### src/rtl/io_handshake_port.sv
// io_handshake_port
//   Input-side bridge in front of the processor's bus_in/hs_in/hs_out port.
//   Bytes arrive from an external producer over valid/ready. They are buffered
//   in a small FIFO and offered to the processor one at a time with a
//   four-phase req/ack handshake.
//
// Ports
//   g_clk      clock, rising edge
//   g_clr      asynchronous active-low global clear
//   src_data   byte from external source
//   src_valid  src_data valid this cycle
//   src_ready  FIFO can accept (== !full)
//   bus_out    registered byte presented to the processor
//   hs_out     registered request to the processor
//   hs_in      acknowledge from the processor
//   count      registered FIFO occupancy
//   full       count == depth
//   empty      count == 0
//   err_clr    synchronous clear of proto_err
//   proto_err  sticky flag: acknowledge seen while no request was pending
module io_handshake_port #(
  parameter int width = 8,
  parameter int depth = 4,
  parameter int ptr_w = 2
) (
  input  logic             g_clk,
  input  logic             g_clr,
  input  logic [width-1:0] src_data,
  input  logic             src_valid,
  output logic             src_ready,
  output logic [width-1:0] bus_out,
  output logic             hs_out,
  input  logic             hs_in,
  output logic [ptr_w:0]   count,
  output logic             full,
  output logic             empty,
  input  logic             err_clr,
  output logic             proto_err
);

  typedef enum logic [1:0] {
    IDLE    = 2'd0,
    REQ     = 2'd1,
    ACK_LOW = 2'd2
  } state_t;

  localparam logic [ptr_w:0]   DEPTH_C   = (ptr_w + 1)'(depth);
  localparam logic [ptr_w:0]   CNT_ONE   = (ptr_w + 1)'(1);
  localparam logic [ptr_w-1:0] PTR_ONE   = ptr_w'(1);

  // Storage has no reset: contents are meaningless until written.
  logic [width-1:0] mem_q [depth];

  state_t           state_q, state_d;
  logic [ptr_w-1:0] wr_ptr_q, wr_ptr_d;
  logic [ptr_w-1:0] rd_ptr_q, rd_ptr_d;
  logic [ptr_w:0]   count_q, count_d;
  logic [width-1:0] bus_out_q, bus_out_d;
  logic             hs_out_q, hs_out_d;
  logic             proto_err_q, proto_err_d;

  logic push;
  logic pop;

  assign full      = (count_q == DEPTH_C);
  assign empty     = (count_q == '0);
  // Taken from the registered count, so a push is refused in the cycle a
  // full FIFO pops.
  assign src_ready = !full;
  assign push      = src_valid && src_ready;

  assign count     = count_q;
  assign bus_out   = bus_out_q;
  assign hs_out    = hs_out_q;
  assign proto_err = proto_err_q;

  // Handshake sequencing. pop is asserted on the edge the acknowledge is seen.
  always_comb begin
    state_d     = state_q;
    bus_out_d   = bus_out_q;
    hs_out_d    = hs_out_q;
    pop         = 1'b0;
    proto_err_d = proto_err_q;

    if (err_clr) begin
      proto_err_d = 1'b0;
    end

    case (state_q)
      IDLE: begin
        // Acknowledge with no outstanding request is a protocol violation;
        // it wins over a clear in the same cycle.
        if (hs_in) begin
          proto_err_d = 1'b1;
        end
        if (!empty) begin
          bus_out_d = mem_q[rd_ptr_q];
          hs_out_d  = 1'b1;
          state_d   = REQ;
        end
      end
      REQ: begin
        if (hs_in) begin
          hs_out_d = 1'b0;
          pop      = 1'b1;
          state_d  = ACK_LOW;
        end
      end
      ACK_LOW: begin
        // count already reflects the pop, so rd_ptr points at the next byte.
        if (!hs_in) begin
          if (!empty) begin
            bus_out_d = mem_q[rd_ptr_q];
            hs_out_d  = 1'b1;
            state_d   = REQ;
          end else begin
            state_d = IDLE;
          end
        end
      end
      default: begin
        state_d  = IDLE;
        hs_out_d = 1'b0;
      end
    endcase
  end

  // Pointer and occupancy bookkeeping.
  always_comb begin
    wr_ptr_d = wr_ptr_q;
    rd_ptr_d = rd_ptr_q;
    count_d  = count_q;
    if (push) begin
      wr_ptr_d = wr_ptr_q + PTR_ONE;
    end
    if (pop) begin
      rd_ptr_d = rd_ptr_q + PTR_ONE;
    end
    case ({push, pop})
      2'b10:   count_d = count_q + CNT_ONE;
      2'b01:   count_d = count_q - CNT_ONE;
      default: count_d = count_q;
    endcase
  end

  always_ff @(posedge g_clk) begin
    if (push) begin
      mem_q[wr_ptr_q] <= src_data;
    end
  end

  always_ff @(posedge g_clk or negedge g_clr) begin
    if (!g_clr) begin
      state_q     <= IDLE;
      wr_ptr_q    <= '0;
      rd_ptr_q    <= '0;
      count_q     <= '0;
      bus_out_q   <= '0;
      hs_out_q    <= 1'b0;
      proto_err_q <= 1'b0;
    end else begin
      state_q     <= state_d;
      wr_ptr_q    <= wr_ptr_d;
      rd_ptr_q    <= rd_ptr_d;
      count_q     <= count_d;
      bus_out_q   <= bus_out_d;
      hs_out_q    <= hs_out_d;
      proto_err_q <= proto_err_d;
    end
  end

endmodule

### config.mk
export PLATFORM = sky130hd
export DESIGN_NAME = io_handshake_port
export DESIGN_NICKNAME = d
export VERILOG_FILES = /design/src/rtl/io_handshake_port.sv
export SDC_FILE = /design/constraint.sdc
export NUM_CORES = 1
export LEC_CHECK = 0
export ABC_AREA = 1
export CORE_MARGIN = 2
export CORE_UTILIZATION = 45
export CTS_CLUSTER_SIZE = 8
export DETAILED_ROUTE_END_ITERATION = 12
export PLACE_DENSITY = 0.7
export REMOVE_ABC_BUFFERS = 1
export SYNTH_ARGS = -nofsm -noshare
export SYNTH_HDL_FRONTEND = slang
export SYNTH_SLANG_ARGS = --single-unit
### constraint.sdc
create_clock -name g_clk -period 2.5 [get_ports g_clk]
set_input_delay 0.5 -clock g_clk [delete_from_list [all_inputs] [get_ports g_clk]]
set_output_delay 0.5 -clock g_clk [all_outputs]
set_load 0.05 [all_outputs]
-- Yosys cells after proc, flatten, opt, wreduce, memory -nomap -nowiden
Memory sizes are Yosys's and may differ from the RTL's.
Cells that the tools add are included.
- equality and inequality tests: 8
- add/subtract/negate cells: 4
- muxes and demuxes: 20
- reductions and logical operators: 9
- operators by type and width (cell ; count):
    2-to-1 mux 8 bit ; 2
    case mux 8 bit (2 select lines) ; 1
    2-to-1 mux 1 bit ; 11
    2-to-1 mux 2 bit ; 3
    inequality test 2 bit (second input constant) ; 3
    case mux 2 bit (3 select lines) ; 1
    case mux 3 bit (2 select lines) ; 1
    adder 2 x 1 -> 2 bit (second input constant) ; 2
    equality test 2 x 1 -> 1 bit (second input constant) ; 2
    equality test 2 bit (second input constant) ; 2
    AND reduction 2 bit ; 2
    nonzero test 2 bit ; 2
    adder 3 x 1 -> 3 bit (second input constant) ; 1
    equality test 3 bit (second input constant) ; 1
    zero test 3 bit ; 1
    case mux 1 bit (3 select lines) ; 1
    AND reduction 3 bit ; 1
    subtractor 3 x 1 -> 3 bit (second input constant) ; 1
    zero test 2 bit ; 1
    logical AND 1 bit ; 1
    zero test 1 bit ; 1
- bits in registers: 19
- output and inout bits: 16
- RAM bits: 32
- bits of input ports: 13
- word-level logic and storage cells: 49
- memories kept: 1
- memory list (memory ; depth ; width ; read ports ; clocked after Yosys merged registers in ; wr ports ; line ; source):
    mem_q ; 4 ; 8 ; 1 ; 0 ; 1 ; 52 ; logic [width-1:0] mem_q [depth];

-- Depth between registers and ports, before layout
Gate-level depths: netlist of run 1.
- word-level depth: 5
- mapped depth: 10
- mapped depth without buffers: 10

-- Least setup slack after synthesis of run 1
OpenSTA, ideal clock, no wires.
- kind: register -> register
- from: register count_q[1], in the netlist count[1]
- to: register count_q[2], in the netlist count[2]
- buffers on the path: 0
- data arrival time: 2.099 ns
- cell stages (with the launch flop): 10
- library setup time: 0.124 ns
- path slack: 0.277 ns
- period minus slack after synthesis: 2.223 ns
- data required time: 2.376 ns
- path through: dfrtp_1 -> nor2_4 -> nand2_2 -> nand2_2 -> ha_1 -> inv_1 -> fa_1 -> nand2_1 -> nand3b_1 -> xor2_1
- cells in the longest elaborated chain, start to end: 5
- elaborated cells on any way between the ends: 9
- classes of those cells: add/sub (2); eq/ne (3); mux (1); reduce/logical (3)
- RTL lines (element ; line ; source):
    start: declaration ; 57 ; logic [ptr_w:0] count_q, count_d;
    start signal: assignment ; 165 ; count_q <= count_d;
    equality test 3 bit (*) ; 65 ; assign full = (count_q == DEPTH_C);
    zero test 1 bit (*) ; 69 ; assign src_ready = !full;
    via src_ready ; 30 ; output logic src_ready,
    logical AND 1 bit (*) ; 70 ; assign push = src_valid && src_ready;
    equality test 2 x 1 -> 1 bit / equality test 2 bit (equally long branches) ; 139 ; case ({push, pop})
    case mux 3 bit (2 select lines) / nonzero test 2 bit (equally long branches) ; n/a ;
The timed path passes the listed nets; every way through them passes the cells marked *.
A chain may end at the register's enable or synchronous reset.

-- Worst setup path after layout of run 1
- from: register count_q[1], in the netlist count[1]
- to: output port full
- cells in the longest elaborated chain, start to end: 1
- RTL lines (element ; line ; source):
    equality test 3 bit ; 65 ;
    end: declaration ; 35 ; output logic full,
Every way passes these cells.

==> flow_metrics.env, run 1 <==
export IMPL_status="finished, final reports clean"
export IMPL_seq_area_um2=1436
export IMPL_r2r_end="count[2]$_DFFE_PN0P_"
export IMPL_ios=29
export IMPL_drive_above_1_share=0.07895
export IMPL_worstPathArrival_ps=1820
export IMPL_multi_input_area_um2=625.6
export IMPL_tightest_slew_ps=624.6
export IMPL_fin_skew_ps=13.25
export IMPL_grt_pass1_wl_um=6396
export IMPL_synthAdderAreaFrac=0.03601
export IMPL_ff2ff_path_depth=9
export IMPL_cp_max_fo=4
export IMPL_synthToLayoutAreaGrowth_pct=20.35
export IMPL_h_tree_depth=2
export IMPL_finalWorstSetupSlack_ps=178.9
export IMPL_die_x_um=75.39
export IMPL_design_die_area_um2=5684
export IMPL_synth_top_family_by_area="simple AND/OR/NAND/NOR gates"
export IMPL_hold_class="reg2reg"
export IMPL_grt_setup_unrepaired="no"
export IMPL_max_slew_margin=0.5836
export IMPL_reg2reg_from="count[1]$_DFFE_PN0P_"
export IMPL_ys_ff_latch=51
export IMPL_die_h_um=75.39
export IMPL_setup_viol=0
export IMPL_vdd_drop_max_mv=0.4377
export IMPL_antenna_found_initial=0
export IMPL_ant_nets=0
export IMPL_grt_max_degree=20
export IMPL_wire_per_inst_um=11.25
export IMPL_place_ws_ps=231.6
export IMPL_avgSynthCellArea_um2=10.06
export IMPL_fmax_ghz=0.4308
export IMPL_path_cells="nor2_4 -> nand2_2 -> inv_1 -> clkdlybuf4s50_1"
export IMPL_crit_slowest_cell="clkdlybuf4s50_1"
export IMPL_cts_made_buffers=5
export IMPL_synthMuxAreaShare=0
export IMPL_drt_first_pass_iters=4
export IMPL_cts_tree="built"
export IMPL_cpPeakStageDelay_ps=790
export IMPL_hpwl_um=2645
export IMPL_gp_congestion=0.7482
export IMPL_clk_pin_slew_ps=100
export IMPL_slew_viol_final=0
export IMPL_synth_distinct_cells=22
export IMPL_drc=0
export IMPL_finalHoldViolations=0
export IMPL_synth_simple_area_share=0.2100
export IMPL_clock_path_buffers=2
export IMPL_power_density_nw_per_um2=1273
export IMPL_ctsHoldBuffers=0
export IMPL_avgViaCountPerCell=4.483
export IMPL_io_buffer_count=28
export IMPL_wirelength_um=3746
export IMPL_root_buffer="clkbuf_8"
export IMPL_crit_path_end="full"
export IMPL_rrSetupSlack_ps=630
export IMPL_synth_warnings=0
export IMPL_grt_pass1_vias=1349
export IMPL_core_um2=4817
export IMPL_dp_cells=325
export IMPL_critPathLaunch="count[1]$_DFFE_PN0P_"
export IMPL_worst_setup_path_type="reg2out"
export IMPL_clkSinkCount=51
export IMPL_timing_final_crit_share=0.9284
export IMPL_final_fill_count=443
export IMPL_layout_nets=284
export IMPL_drtIter0Drc=80
export IMPL_required_ps=2000
export IMPL_worstSetupStartpointType="flop"
export IMPL_seq_area_frac_synth=0.6263
export IMPL_setup_tns_final_ps=0
export IMPL_total_power_mw=3.515
export IMPL_synth_xor_area_share=0.01909
export IMPL_placement_rows=25
export IMPL_power_leakage_nw=1.333
export IMPL_postCtsSetupRepairBufs=0
export IMPL_initial_core_util=0.4761
export IMPL_track_usage=0.1561
export IMPL_post_route_min_period_ps=2321
export IMPL_netlist_area_um2=2293
export IMPL_fin_cells=333
export IMPL_insertion_delay_ps=310
export IMPL_grt_overflow_total=0
export IMPL_setup_worst_path_end_class="output pin"
export IMPL_diodes=0
export IMPL_maxCapViolations=0
export IMPL_synth_compound_area_frac=0.007638
export IMPL_dr_total_vias=1493
export IMPL_synth_cells=228
export IMPL_post_cts_resized=0
==> cells by family after synthesis <==
family / count (synthesis)
xor gates and xnor gates: 5
and+or+nand+nor: 108
DFF: 51
AOI/OAI and AO/OA: 3
adders and majority gates: 6
buffers and inverters: 55
==> state kept, by name (all words and copies together) (netlist names) <==
name       cells
mem_q         32
proto_err      1
hs_out         1
bus_out        8
rd_ptr_q       2
count          3
wr_ptr_q       2
state_q        2
==> cell type report <==
cell class / instances / share of cell area
clock buffers: 6 / 0.02629
clock inverters: 2 / 0.006346
inverters: 51 / 0.07117
multi-input cells: 122 / 0.2267
flip-flops and latches: 51 / 0.5204
well taps: 67 / 0.03037
repair buffers: 34 / 0.1188
==> how the worst min path moves through the flow <==
stage | startpoint | cells after the start | endpoint
2_1_floorplan | g_clr | 0 | bus_out[0]$_DFFE_PN0P_
3_3_place_gp | hs_out$_DFFE_PN0P_ | 2 | hs_out$_DFFE_PN0P_
3_5_place_dp | hs_out$_DFFE_PN0P_ | 2 | hs_out$_DFFE_PN0P_
4_1_cts | hs_out$_DFFE_PN0P_ | 2 | hs_out$_DFFE_PN0P_
5_1_grt | bus_out[4]$_DFFE_PN0P_ | 2 | bus_out[4]$_DFFE_PN0P_
6_report | hs_out$_DFFE_PN0P_ | 2 | hs_out$_DFFE_PN0P_
==> worst max-delay path, delay by kind of cell, from the launching register on <==
| kind | cells | cell delay [ps] |
|---|---|---|
| flops | 1 | 450 |
| simple gates | 2 | 230 |
| buf+inv | 2 | 840 |
==> metal layers <==
| metal | up-vias | GRT usage | wire, µm |
|---|---|---|---|
| met2 | 35 | 0.2473 | 1764 |
| met1 | 682 | 0.2063 | 1734 |
| li1 | 770 | - | - |
| met5 | - | 0 | 0 |
| met4 | 0 | 0.06433 | 72 |
| met3 | 6 | 0.03968 | 175 |
==> report_power, final <==
part	total (mW)	switching [mW]	leakage [nW]	internal [mW]
combinational	1.68	1.11	0.766	0.576
sequential	1.36	0.195	0.522	1.17
clock	0.467	0.265	0.0454	0.201
==> synth_stat cells <==
cell      instances  area (µm²)
nand2_1          75       281.5
inv_1            49       183.9
edfxtp_1         32       960.9
nand3_1          21       105.1
dfrtp_1          19       475.5
ha_1              5       62.56
nor2_1            4       15.01
xor2_1            4       35.03
buf_6             2       22.52
nand2_2           2       12.51
nand3b_1          2       15.01
nor2_4            2       22.52
o21ai_0           2       10.01
buf_2             1       5.000
buf_4             1       7.510
fa_1              1       20.02
inv_2             1       3.750
inv_6             1       8.760
nand3_2           1       10.01
nor2_8            1       20.02
o21a_1            1       7.510
xnor2_1           1       8.760
==> through the flow <==
stage / instance area (µm²) / hold slack, ps / util
2_1_floorplan: 2258 / 204.4 / -
3_3_place_gp: 2668 / 455.6 / 0.5538
3_5_place_dp: 2668 / 461.2 / 0.5538
4_1_cts: 2758 / 485.1 / 0.5725
5_1_grt: 2760 / 521.5 / 0.5730
6_report: 2760 / 480.1 / 0.5730
==> placed cells by master (no fill, tap or decap), drive strengths merged <==
| cell type | Yosys | layout |
|---|---|---|
| buf | 4 | 6 |
| clkbuf | 0 | 6 |
| clkdlybuf4s50 | 0 | 27 |
| clkinv | 0 | 2 |
| dfrtp | 19 | 19 |
| dlymetal6s2s | 0 | 1 |
| edfxtp | 32 | 32 |
| fa | 1 | 1 |
| ha | 5 | 5 |
| inv | 51 | 51 |
| nand2 | 77 | 77 |
| nand3 | 22 | 22 |
| nand3b | 2 | 2 |
| nor2 | 7 | 7 |
| o21a | 1 | 1 |
| o21ai | 2 | 2 |
| xnor2 | 1 | 1 |
| xor2 | 4 | 4 |
No activity file was read; power rests on OpenSTA's default activity.
==> run 2, diff against run 1 <==
clock period = 2.25 ns   (was 2.5 ns; I/O delays follow)
==> flow_metrics.env, run 2 (synthesis results as in run 1) <==
export IMPL_avgViaCountPerCell=4.534
export IMPL_cts_tree="built"
export IMPL_placement_rows=25
export IMPL_grt_max_degree=20
export IMPL_setup_tns_final_ps=0
export IMPL_drive_above_1_share=0.09328
export IMPL_slew_viol_final=0
export IMPL_diodes=0
export IMPL_initial_core_util=0.4761
export IMPL_clk_pin_slew_ps=100
export IMPL_final_common_cell="nand2_1"
export IMPL_grt_setup_unrepaired="no"
export IMPL_post_cts_resized=0
export IMPL_wire_per_inst_um=11.81
export IMPL_fin_skew_ps=8.752
export IMPL_postCtsSetupRepairBufs=0
export IMPL_largest_register_ffs=32
export IMPL_whs_ps=470.4
export IMPL_hold_class="in2async"
export IMPL_h_tree_depth=2
export IMPL_drtIter0Drc=77
export IMPL_track_usage=0.1608
export IMPL_final_cell_mix="75 x nand2_1, 49 x inv_1, 32 x edfxtp_1"
export IMPL_hpwl_um=2747
export IMPL_cpPeakStageDelay_ps=800
export IMPL_p_sw_frac=0.4495
export IMPL_cts_made_buffers=5
export IMPL_fmax_ghz=0.4662
export IMPL_wirelength_um=3955
export IMPL_finalHoldViolations=0
export IMPL_p_switching_mw=1.769
export IMPL_cp_depth=3
export IMPL_dr_total_vias=1519
export IMPL_ios=29
export IMPL_path_buf_inv=1
export IMPL_design_die_area_um2=5684
export IMPL_post_route_min_period_ps=2145
export IMPL_setup_worst_path_end_class="output pin"
export IMPL_intPower_mw=2.166
export IMPL_clock_path_buffers=2
export IMPL_synthToLayoutAreaGrowth_pct=20.68
export IMPL_insertion_delay_ps=300
export IMPL_core_um2=4817
export IMPL_die_x_um=75.39
export IMPL_power_leakage_nw=1.330
export IMPL_worstPathArrival_ps=1690
export IMPL_rrSetupSlack_ps=480
export IMPL_total_power_mw=3.935
export IMPL_fin_cells=335
export IMPL_clkSinkCount=51
export IMPL_layout_nets=286
export IMPL_regMostFlops="mem_q"
export IMPL_cp_max_fo=4
export IMPL_vdd_drop_max_mv=0.5516
export IMPL_io_buffer_count=28
export IMPL_grt_pass1_vias=1472
export IMPL_p_clk_frac=0.133
export IMPL_status="finished, final reports clean"
export IMPL_grt_overflow_total=0
export IMPL_die_h_um=75.39
export IMPL_gp_congestion=0.7057
export IMPL_power_density_nw_per_um2=1422
export IMPL_tightest_slew_ps=663.7
export IMPL_worst_setup_path_type="reg2out"
export IMPL_required_ps=1800
export IMPL_ff2ff_path_depth=9
export IMPL_path_cells="nor2_4 -> nand2_2 -> clkdlybuf4s50_1"
export IMPL_antenna_found_initial=0
export IMPL_combPwrFrac=0.482
export IMPL_max_slew_margin=0.5575
export IMPL_crit_slowest_cell="clkdlybuf4s50_1"
export IMPL_grt_pass1_wl_um=6734
export IMPL_ctsHoldBuffers=0
export IMPL_critical_path_top_delay_family="buffers and inverters"
export IMPL_root_buffer="clkbuf_8"
export IMPL_setup_viol=0
export IMPL_timing_final_crit_share=0.9533
export IMPL_power_frac_seq=0.386
export IMPL_worstSetupStartpointType="flop"
export IMPL_maxCapViolations=0
export IMPL_drt_first_pass_iters=4
export IMPL_drc=0
export IMPL_dp_cells=327
export IMPL_ant_nets=0
## run 2: changes by cell type in the layout (fill, tap and decap cells not counted)
cell | before | now
buf_4 | 6 | 10
clkdlybuf4s50_1 | 27 | 26
dlymetal6s2s_1 | 1 | 0
## run 2: area by class of cell
| type | count | area [µm²] |
|---|---|---|
| clock buffer | 6 | 72.57 |
| clock inverter | 2 | 17.52 |
| fill | 447 | 2049 |
| inverter | 51 | 196.4 |
| multi-input combinational | 122 | 625.6 |
| sequential | 51 | 1436 |
| tap | 67 | 83.83 |
| timing repair buffer | 36 | 335.3 |
## run 2: per-stage QoR
stage	util	setup slack, ps	area [µm²]
2_1_floorplan	-	26.53	2258
3_3_place_gp	0.5558	131.1	2678
3_5_place_dp	0.5558	88.33	2678
4_1_cts	0.5745	82.83	2768
5_1_grt	0.5745	26.11	2768
6_report	0.5745	105.1	2768
## run 2: final timing paths
path / startpoint / to
min: g_clr / bus_out[0]$_DFFE_PN0P_
max in group asynchronous: g_clr / wr_ptr_q[1]$_DFFE_PN0P_
min reg2reg: hs_out$_DFFE_PN0P_ / hs_out$_DFFE_PN0P_
max reg2reg: count[1]$_DFFE_PN0P_ / count[2]$_DFFE_PN0P_
max: count[0]$_DFFE_PN0P_ / src_ready
min in group g_clk: hs_out$_DFFE_PN0P_ / hs_out$_DFFE_PN0P_
## run 2: routing by layer
layer / GRT usage / part of all wire / wire, µm
met5: 0 / 0 / 0
met1: 0.2085 / 0.46 / 1804
met3: 0.03175 / 0.039 / 155
met2: 0.2725 / 0.49 / 1941
met4: 0.05263 / 0.013 / 53
## run 2: power by group through the flow
stage | logic (mW) | registers, mW | clock network [mW]
6_report | 1.90 | 1.52 | 0.522
3_3_place_gp | 1.88 | 1.53 | 0
5_1_grt | 2.12 | 1.56 | 0.580
2_1_floorplan | 0.930 | 1.90 | 0
3_5_place_dp | 1.91 | 1.54 | 0
4_1_cts | 1.92 | 1.52 | 0.535
